`config.mk`:
```
export PLATFORM = sky130hd
export DESIGN_NAME = alu_mp_sequencer
export DESIGN_NICKNAME = d
export VERILOG_FILES = /design/src/rtl/alu_mp_sequencer.sv
export SDC_FILE = /design/constraint.sdc
export NUM_CORES = 1
export LEC_CHECK = 0
export BUFFER_PORTS_ARGS = -buffer_cell sky130_fd_sc_hd__buf_4
export CORE_UTILIZATION = 35
export CTS_BUF_LIST = sky130_fd_sc_hd__clkbuf_4 sky130_fd_sc_hd__clkbuf_8
export DETAILED_ROUTE_END_ITERATION = 6
export MAX_ROUTING_LAYER = met4
export SYNTH_ARGS = -nofsm -noshare
export SYNTH_HDL_FRONTEND = slang
export SYNTH_SLANG_ARGS = --single-unit
export TNS_END_PERCENT = 20
```
`constraint.sdc`:
```
create_clock -name clk -period 2.85 [get_ports clk]
set_input_delay 0.1425 -clock clk [delete_from_list [all_inputs] [get_ports clk]]
set_output_delay 0.1425 -clock clk [all_outputs]
set_load 0.03 [all_outputs]
```
`src/rtl/alu_mp_sequencer.sv`:
```
// Multi-precision add/subtract sequencer driving an external 8-bit adder byte by byte, LSB first.
// Optional unsigned saturation is compiled in with `define ALU_SEQ_SAT_EN.
module alu_mp_sequencer #(
    parameter int WORDS = 4
) (
    input  logic               clk,
    input  logic               rst_n,
    input  logic               start_valid,
    output logic               start_ready,
    input  logic [8*WORDS-1:0] op_a,
    input  logic [8*WORDS-1:0] op_b,
    input  logic               op_sub,
    input  logic               op_sat,
    output logic               res_valid,
    input  logic               res_ready,
    output logic [8*WORDS-1:0] result,
    output logic               res_cout,
    output logic               res_ov,
    output logic               res_zero,
    output logic [7:0]         add_a,
    output logic [7:0]         add_b,
    output logic               add_cin,
    output logic               add_binv,
    input  logic [7:0]         add_sum,
    input  logic               add_cout
);
    localparam int IDX_W = (WORDS > 1) ? $clog2(WORDS) : 1;

    typedef enum logic [1:0] {IDLE, RUN, DONE} state_t;

    state_t                 state, state_nxt;
    logic [WORDS-1:0][7:0]  a_reg, b_reg, acc, acc_fin, res_fin;
    logic                   sub_reg;
    logic                   carry_reg;
    logic [IDX_W-1:0]       idx;
    logic                   last;
    logic                   ov_fin;

`ifdef ALU_SEQ_SAT_EN
    logic                   sat_reg;
`else
    logic                   unused_sat;
    assign unused_sat = op_sat;
`endif

    assign last        = (idx == IDX_W'(WORDS-1));
    assign start_ready = (state == IDLE);
    assign res_valid   = (state == DONE);

    // Adder drive is live only in RUN; everything else sees zeros.
    always_comb begin
        state_nxt = state;
        add_a     = '0;
        add_b     = '0;
        add_cin   = 1'b0;
        add_binv  = 1'b0;
        case (state)
            IDLE: if (start_valid) state_nxt = RUN;
            RUN: begin
                add_a    = a_reg[idx];
                add_b    = b_reg[idx];
                add_cin  = carry_reg;
                add_binv = sub_reg;
                if (last) state_nxt = DONE;
            end
            DONE: if (res_ready) state_nxt = IDLE;
            default: state_nxt = IDLE;
        endcase
    end

    // Final-byte view of the result plus flags, used on the last RUN cycle.
    always_comb begin
        acc_fin      = acc;
        acc_fin[idx] = add_sum;
        res_fin      = acc_fin;
`ifdef ALU_SEQ_SAT_EN
        if (sat_reg) begin
            if (!sub_reg && add_cout)
                res_fin = '1;
            else if (sub_reg && !add_cout)
                res_fin = '0;
        end
`endif
    end

    assign ov_fin = (a_reg[WORDS-1][7] == (b_reg[WORDS-1][7] ^ sub_reg)) &
                    (add_sum[7] != a_reg[WORDS-1][7]);

    always_ff @(posedge clk or negedge rst_n) begin
        if (!rst_n) begin
            state     <= IDLE;
            a_reg     <= '0;
            b_reg     <= '0;
            acc       <= '0;
            sub_reg   <= 1'b0;
            carry_reg <= 1'b0;
            idx       <= '0;
            result    <= '0;
            res_cout  <= 1'b0;
            res_ov    <= 1'b0;
            res_zero  <= 1'b0;
`ifdef ALU_SEQ_SAT_EN
            sat_reg   <= 1'b0;
`endif
        end else begin
            state <= state_nxt;
            case (state)
                IDLE: if (start_valid) begin
                    a_reg     <= op_a;
                    b_reg     <= op_b;
                    sub_reg   <= op_sub;
                    carry_reg <= op_sub;  // +1 of two's-complement subtract
                    idx       <= '0;
`ifdef ALU_SEQ_SAT_EN
                    sat_reg   <= op_sat;
`endif
                end
                RUN: begin
                    acc[idx]  <= add_sum;
                    carry_reg <= add_cout;
                    if (last) begin
                        idx      <= '0;
                        result   <= res_fin;
                        res_cout <= add_cout;
                        res_ov   <= ov_fin;
                        res_zero <= (res_fin == '0);
                    end else begin
                        idx <= idx + 1'b1;
                    end
                end
                default: ;
            endcase
        end
    end
endmodule

```
=== Word level (Yosys, flattened, before mapping) ===
Cells that the tools add are included.

* Bits in registers: 137
* Bits in latches: 0
* Bits in writable memories: 0
* ROM bits: 0
* Input port bits: 79
* Output and inout port bits: 55
* Word-level logic and storage cells: 61
* Memories kept: 0

* $add $sub $neg: 1
* Multipliers: 0
* Div/mod/pow operators: 0
* $lt $le $gt $ge: 2
* Eq/ne operators: 8
* Shifts and indexed selects: 0
* Mux-type cells: 20
* Bitwise gates (word level): 2
* Reductions and logical operators: 8

{| class="wikitable"
|+ Operators with widths
! operator !! count
|-
| 2-to-1 mux 8 bit || 5
|-
| binary-select mux 8 bit (select 2 bit) || 2
|-
| bitwise mux 32 bit || 1
|-
| logical NOT 32 bit || 1
|-
| demux 8 bit (select 2 bit) || 1
|-
| 2-to-1 mux 2 bit || 5
|-
| one-hot mux 2 bit (3 select lines) || 1
|-
| AND reduction 2 bit || 3
|-
| == test 2 bit, second input constant || 2
|-
| inequality test 2 bit, second input constant || 2
|-
| one-hot mux 2 bit (2 select lines) || 1
|-
| less-than comparator 2 x 3 -> 1 bit, second input constant || 1
|-
| 2-to-1 mux 1 bit || 3
|-
| AND reduction 3 bit || 1
|-
| adder 2 x 1 -> 2 bit, second input constant || 1
|-
| == test 2 x 1 -> 1 bit, second input constant || 1
|-
| >= comparator 2 x 1 -> 1 bit, second input constant || 1
|-
| logical NOT 2 bit || 1
|-
| inequality test 2 x 1 -> 1 bit, second input constant || 1
|-
| one-hot mux 1 bit (2 select lines) || 1
|-
| nonzero test 2 bit || 1
|-
| AND 1 bit || 1
|-
| == test 1 bit || 1
|-
| logical AND 1 bit || 1
|-
| 2 further kinds || 2
|}

=== Depth between registers and ports, before layout ===
* Depth after elaboration: 6
* Depth in mapped cells: 9
* Mapped depth without buffers: 6

=== Worst setup path after synthesis ===
OpenSTA, ideal clock, no wires.

* Path type: reg-to-reg
* Start: reg idx[1]
* End: reg res_zero
* Library setup time: 92 ps
* Data arrival time: 2686 ps
* Required time: 2758 ps
* Setup slack: 72 ps
* Cell stages (with the launch flop): 9
* Path buffers: 2
* Clock period less this slack: 2778 ps
* Path through: dfrtp_1 > clkbuf_1 > clkbuf_1 > inv_1 > ha_1 > or4_1 > o22a_1 > or4_4 > o31ai_2

* Word-level cells in the longest chain between the ends: 6
* Elaborated cells on any way between the ends: 9
* Classes of those cells: 2 x order compare; 1 x eq/ne; 3 x mux; 3 x reduce/logical

{| class="wikitable"
|+ Ends and longest elaborated chain
! item !! RTL line !! RTL
|-
| start: declaration || 35 || <nowiki>logic [IDX_W-1:0] idx;</nowiki>
|-
| start signal: assignment || 128 || <nowiki>idx <= idx + 1'b1;</nowiki>
|-
| less-than comparator 2 x 3 -> 1 bit (implied by the code) / >= comparator 2 x 1 -> 1 bit (equally long branches) || 74 || <nowiki>acc_fin[idx] = add_sum;</nowiki>
|-
| logical AND 1 bit (implied by the code) || 74 ||
|-
| 2-to-1 mux 8 bit (implied by the code) || 74 ||
|-
| demux 8 bit (select 2 bit) || 74 ||
|-
| bitwise mux 32 bit || 74 ||
|-
| logical NOT 32 bit || 126 || <nowiki>res_zero <= (res_fin == '0);</nowiki>
|-
| end signal: assignment || 126 ||
|-
| end: declaration || 19 || <nowiki>output logic res_zero,</nowiki>
|}

Several ways; a longest one is shown, not always the timed one.
A chain may end at the register's enable or synchronous reset.

=== Final worst setup path ===
Ends and elaborated chain as after synthesis.

==> results.sh <==
export IMPL_r2r_slack_ps=410
export IMPL_cts_resized=0
export IMPL_cts_buffers=17
export IMPL_hold_end="acc[4]$_DFFE_PN0N_"
export IMPL_outcome="complete, no violations"
export IMPL_num_io_pins=134
export IMPL_clock_sinks=137
export IMPL_fin_util=0.490
export IMPL_synth_edf_count=0
export IMPL_num_antenna_cells=0
export IMPL_rr_endpoint="res_zero$_DFFE_PN0P_"
export IMPL_post_route_drc_count=0
export IMPL_drive_gt1_frac=0.248
export IMPL_placed_cell_area_mm2=0.00741
export IMPL_power_leakage_nw=4.05
export IMPL_finClkSkew_ps=9.59
export IMPL_whs_path_depth=2
export IMPL_p_per_area_mw_per_mm2=1130
export IMPL_fmaxAchievable_mhz=410
export IMPL_dp_hpwl_um=10600
export IMPL_synth_ff_type="dfrtp_1"
export IMPL_grt_pass1_wl_um=26500
export IMPL_area_growth_syn_to_layout_pct=37.0
export IMPL_initial_core_util=0.358
export IMPL_clockBufferDepth=2
export IMPL_grt_pass1_vias=5228
export IMPL_synth_most_common_cell="nand2_1"
export IMPL_synth_seq_cells=137
export IMPL_grt_max_degree=78
export IMPL_vias=5011
export IMPL_hold_viol=0
export IMPL_avgSynthCellArea_um2=10.2
export IMPL_synthTopCellsByCount="nand2_1 (215), dfrtp_1 (137), mux2i_1 (33), nor2_1 (33), a21oi_1 (31)"
export IMPL_cts_max_level=4
export IMPL_viasPerCell=4.83
export IMPL_tightest_slew_ps=722
export IMPL_firstDrtPassIters=4
export IMPL_multi_input_area_mm2=0.00258
export IMPL_min_from="add_sum[4]"
export IMPL_die_w_um=135
export IMPL_final_cell_area_mm2=0.00848
export IMPL_slowest_stage="dfrtp_1"
export IMPL_drtIter0Drc=177
export IMPL_async_flop_share=1.00
export IMPL_grt_total_usage=0.196
export IMPL_setup_violations_final=0
export IMPL_fin_ws_ps=413
export IMPL_io_buffers=132
export IMPL_core_area_mm2=0.0173
export IMPL_synth_cell_types=39
export IMPL_syn_inst=604
export IMPL_irDropWorstVdd_mv=0.517
export IMPL_synth_cell_area_mm2=0.00619
export IMPL_synth_warnings=0
export IMPL_critPathLaunchType="flip-flop"
export IMPL_crit_type="flip-flop to flip-flop"
export IMPL_cts_root_buffer="clkbuf_8"
export IMPL_seq_area_frac_synth=0.554
export IMPL_slew_viol_final=0
export IMPL_antenna_found_initial=0
export IMPL_timing_rr_start="idx[1]$_DFFE_PN0P_"
export IMPL_yosys_top_cells_area="dfrtp_1 (55%), nand2_1 (13%), mux4_2 (5.8%), mux2i_1 (5.3%), mux2_1 (5.1%)"
export IMPL_cp_arrival_ps=2800
export IMPL_grt_overflow_total=0
export IMPL_wl_um=16000
export IMPL_worstPathRequired_ps=3220
export IMPL_tns_ps=0
export IMPL_insertion_delay_ps=450
export IMPL_drv_cap=0
export IMPL_cts_hold_buf=69
export IMPL_syn_num_nets=688
export IMPL_fillCellCount=1588
export IMPL_yosysTopAreaCell="dfrtp_1"
export IMPL_antenna_left=0
export IMPL_cts_tree="yes"
export IMPL_path_clk_slew_ps=80
export IMPL_gp_congestion=0.825
export IMPL_min_period_over_period=0.855
export IMPL_rsz0062_at_grt="no"
export IMPL_post_cts_buffers=0
export IMPL_nets=883
export IMPL_rows=48
export IMPL_crit_chain="inv_1 > ha_1 > or4_1 > o22a_1 > or4_4 > o31ai_2"
export IMPL_pre_cts_ws_ps=431
export IMPL_critPathMaxFanout=8
export IMPL_die_area_mm2=0.0182
export IMPL_slew_headroom=0.519
export IMPL_max_stage_delay_ps=540
export IMPL_regArea_mm2=0.00343
export IMPL_timing_hold_ws_ps=35.5
export IMPL_endpoint_kind="flip-flop"
export IMPL_min_period_ps=2440
export IMPL_hold_class="input port to flip-flop"
export IMPL_wl_per_cell_um=15.5
export IMPL_synth_top_area_share=0.554
export IMPL_die_h_um=135
export IMPL_reg2reg_depth=6
routing by layer:
| metal | vias to the layer above | track usage | share of wire |
|---|---|---|---|
| met5 | - | - | 0 |
| met4 | 0 | 0.0537 | 0.0088 |
| met3 | 12 | 0.0480 | 0.050 |
| met2 | 142 | 0.318 | 0.48 |
| met1 | 2455 | 0.243 | 0.46 |
| li1 | 2402 | - | - |
area by class of cell:
class,count,share of cell area
clock buffer,18,0.0292
clock inverter,14,0.0148
inverter,4,0.00177
multi-input combinational,423,0.305
sequential,137,0.404
tap,225,0.0332
timing repair buffer,216,0.212
kinds of logic (layout without fill, tap and decap cells):
kind of cell    Yosys count  in the layout  synth area share
xor+xnor                  1              1           0.00142
flops                   137            137             0.554
mux                      77             77             0.163
simple gates            293            293             0.198
buf+inv                  44            252            0.0297
fa+ha+maj                 5              5            0.0101
compound gates           47             47            0.0439
critical path, delay by kind of cell, from the launching register on:
family	cells	cell delay, ps
AO/OA/AOI/OAI	2	410
adder cells (fa/ha/maj)	1	240
buffers and inverters	1	130
flip-flops	1	540
AND/OR/NAND/NOR	2	1040
stage by stage:
| stage | std cells | power, mW |
|---|---|---|
| global placement | 936 | 7.91 |
| floorplan | 604 | 6.50 |
| CTS | 1037 | 9.68 |
| finish | 1037 | 9.58 |
| global route | 1037 | 10.3 |
| detailed placement | 936 | 8.06 |
worst max path at each step:
stage,start,end
6_report,idx[1]$_DFFE_PN0P_,res_zero$_DFFE_PN0P_
4_1_cts,idx[1]$_DFFE_PN0P_,res_zero$_DFFE_PN0P_
3_3_place_gp,idx[1]$_DFFE_PN0P_,res_zero$_DFFE_PN0P_
5_1_grt,idx[1]$_DFFE_PN0P_,res_zero$_DFFE_PN0P_
3_5_place_dp,idx[1]$_DFFE_PN0P_,res_zero$_DFFE_PN0P_
2_1_floorplan,idx[1]$_DFFE_PN0P_,res_zero$_DFFE_PN0P_
where the power goes:
group	internal, mW	total [mW]	switching (mW)
clock	0.712	1.51	0.796
sequential	2.90	3.48	0.582
combinational	1.96	4.59	2.63
placed cells by master, fill, tap and decap left out, types with 6 or more instances in the layout:
cell,netlist,final
dlygate4sd3_1,0,69
dfrtp_1,137,137
mux2i_1,33,33
a21oi_1,31,31
nor2_1,33,33
clkbuf_8,0,18
mux4_2,16,16
mux2_1,28,28
clkinvlp_4,0,6
and2_1,20,18
nand2_1,215,214
buf_4,1,146
(Power assumes the default switching activity.)
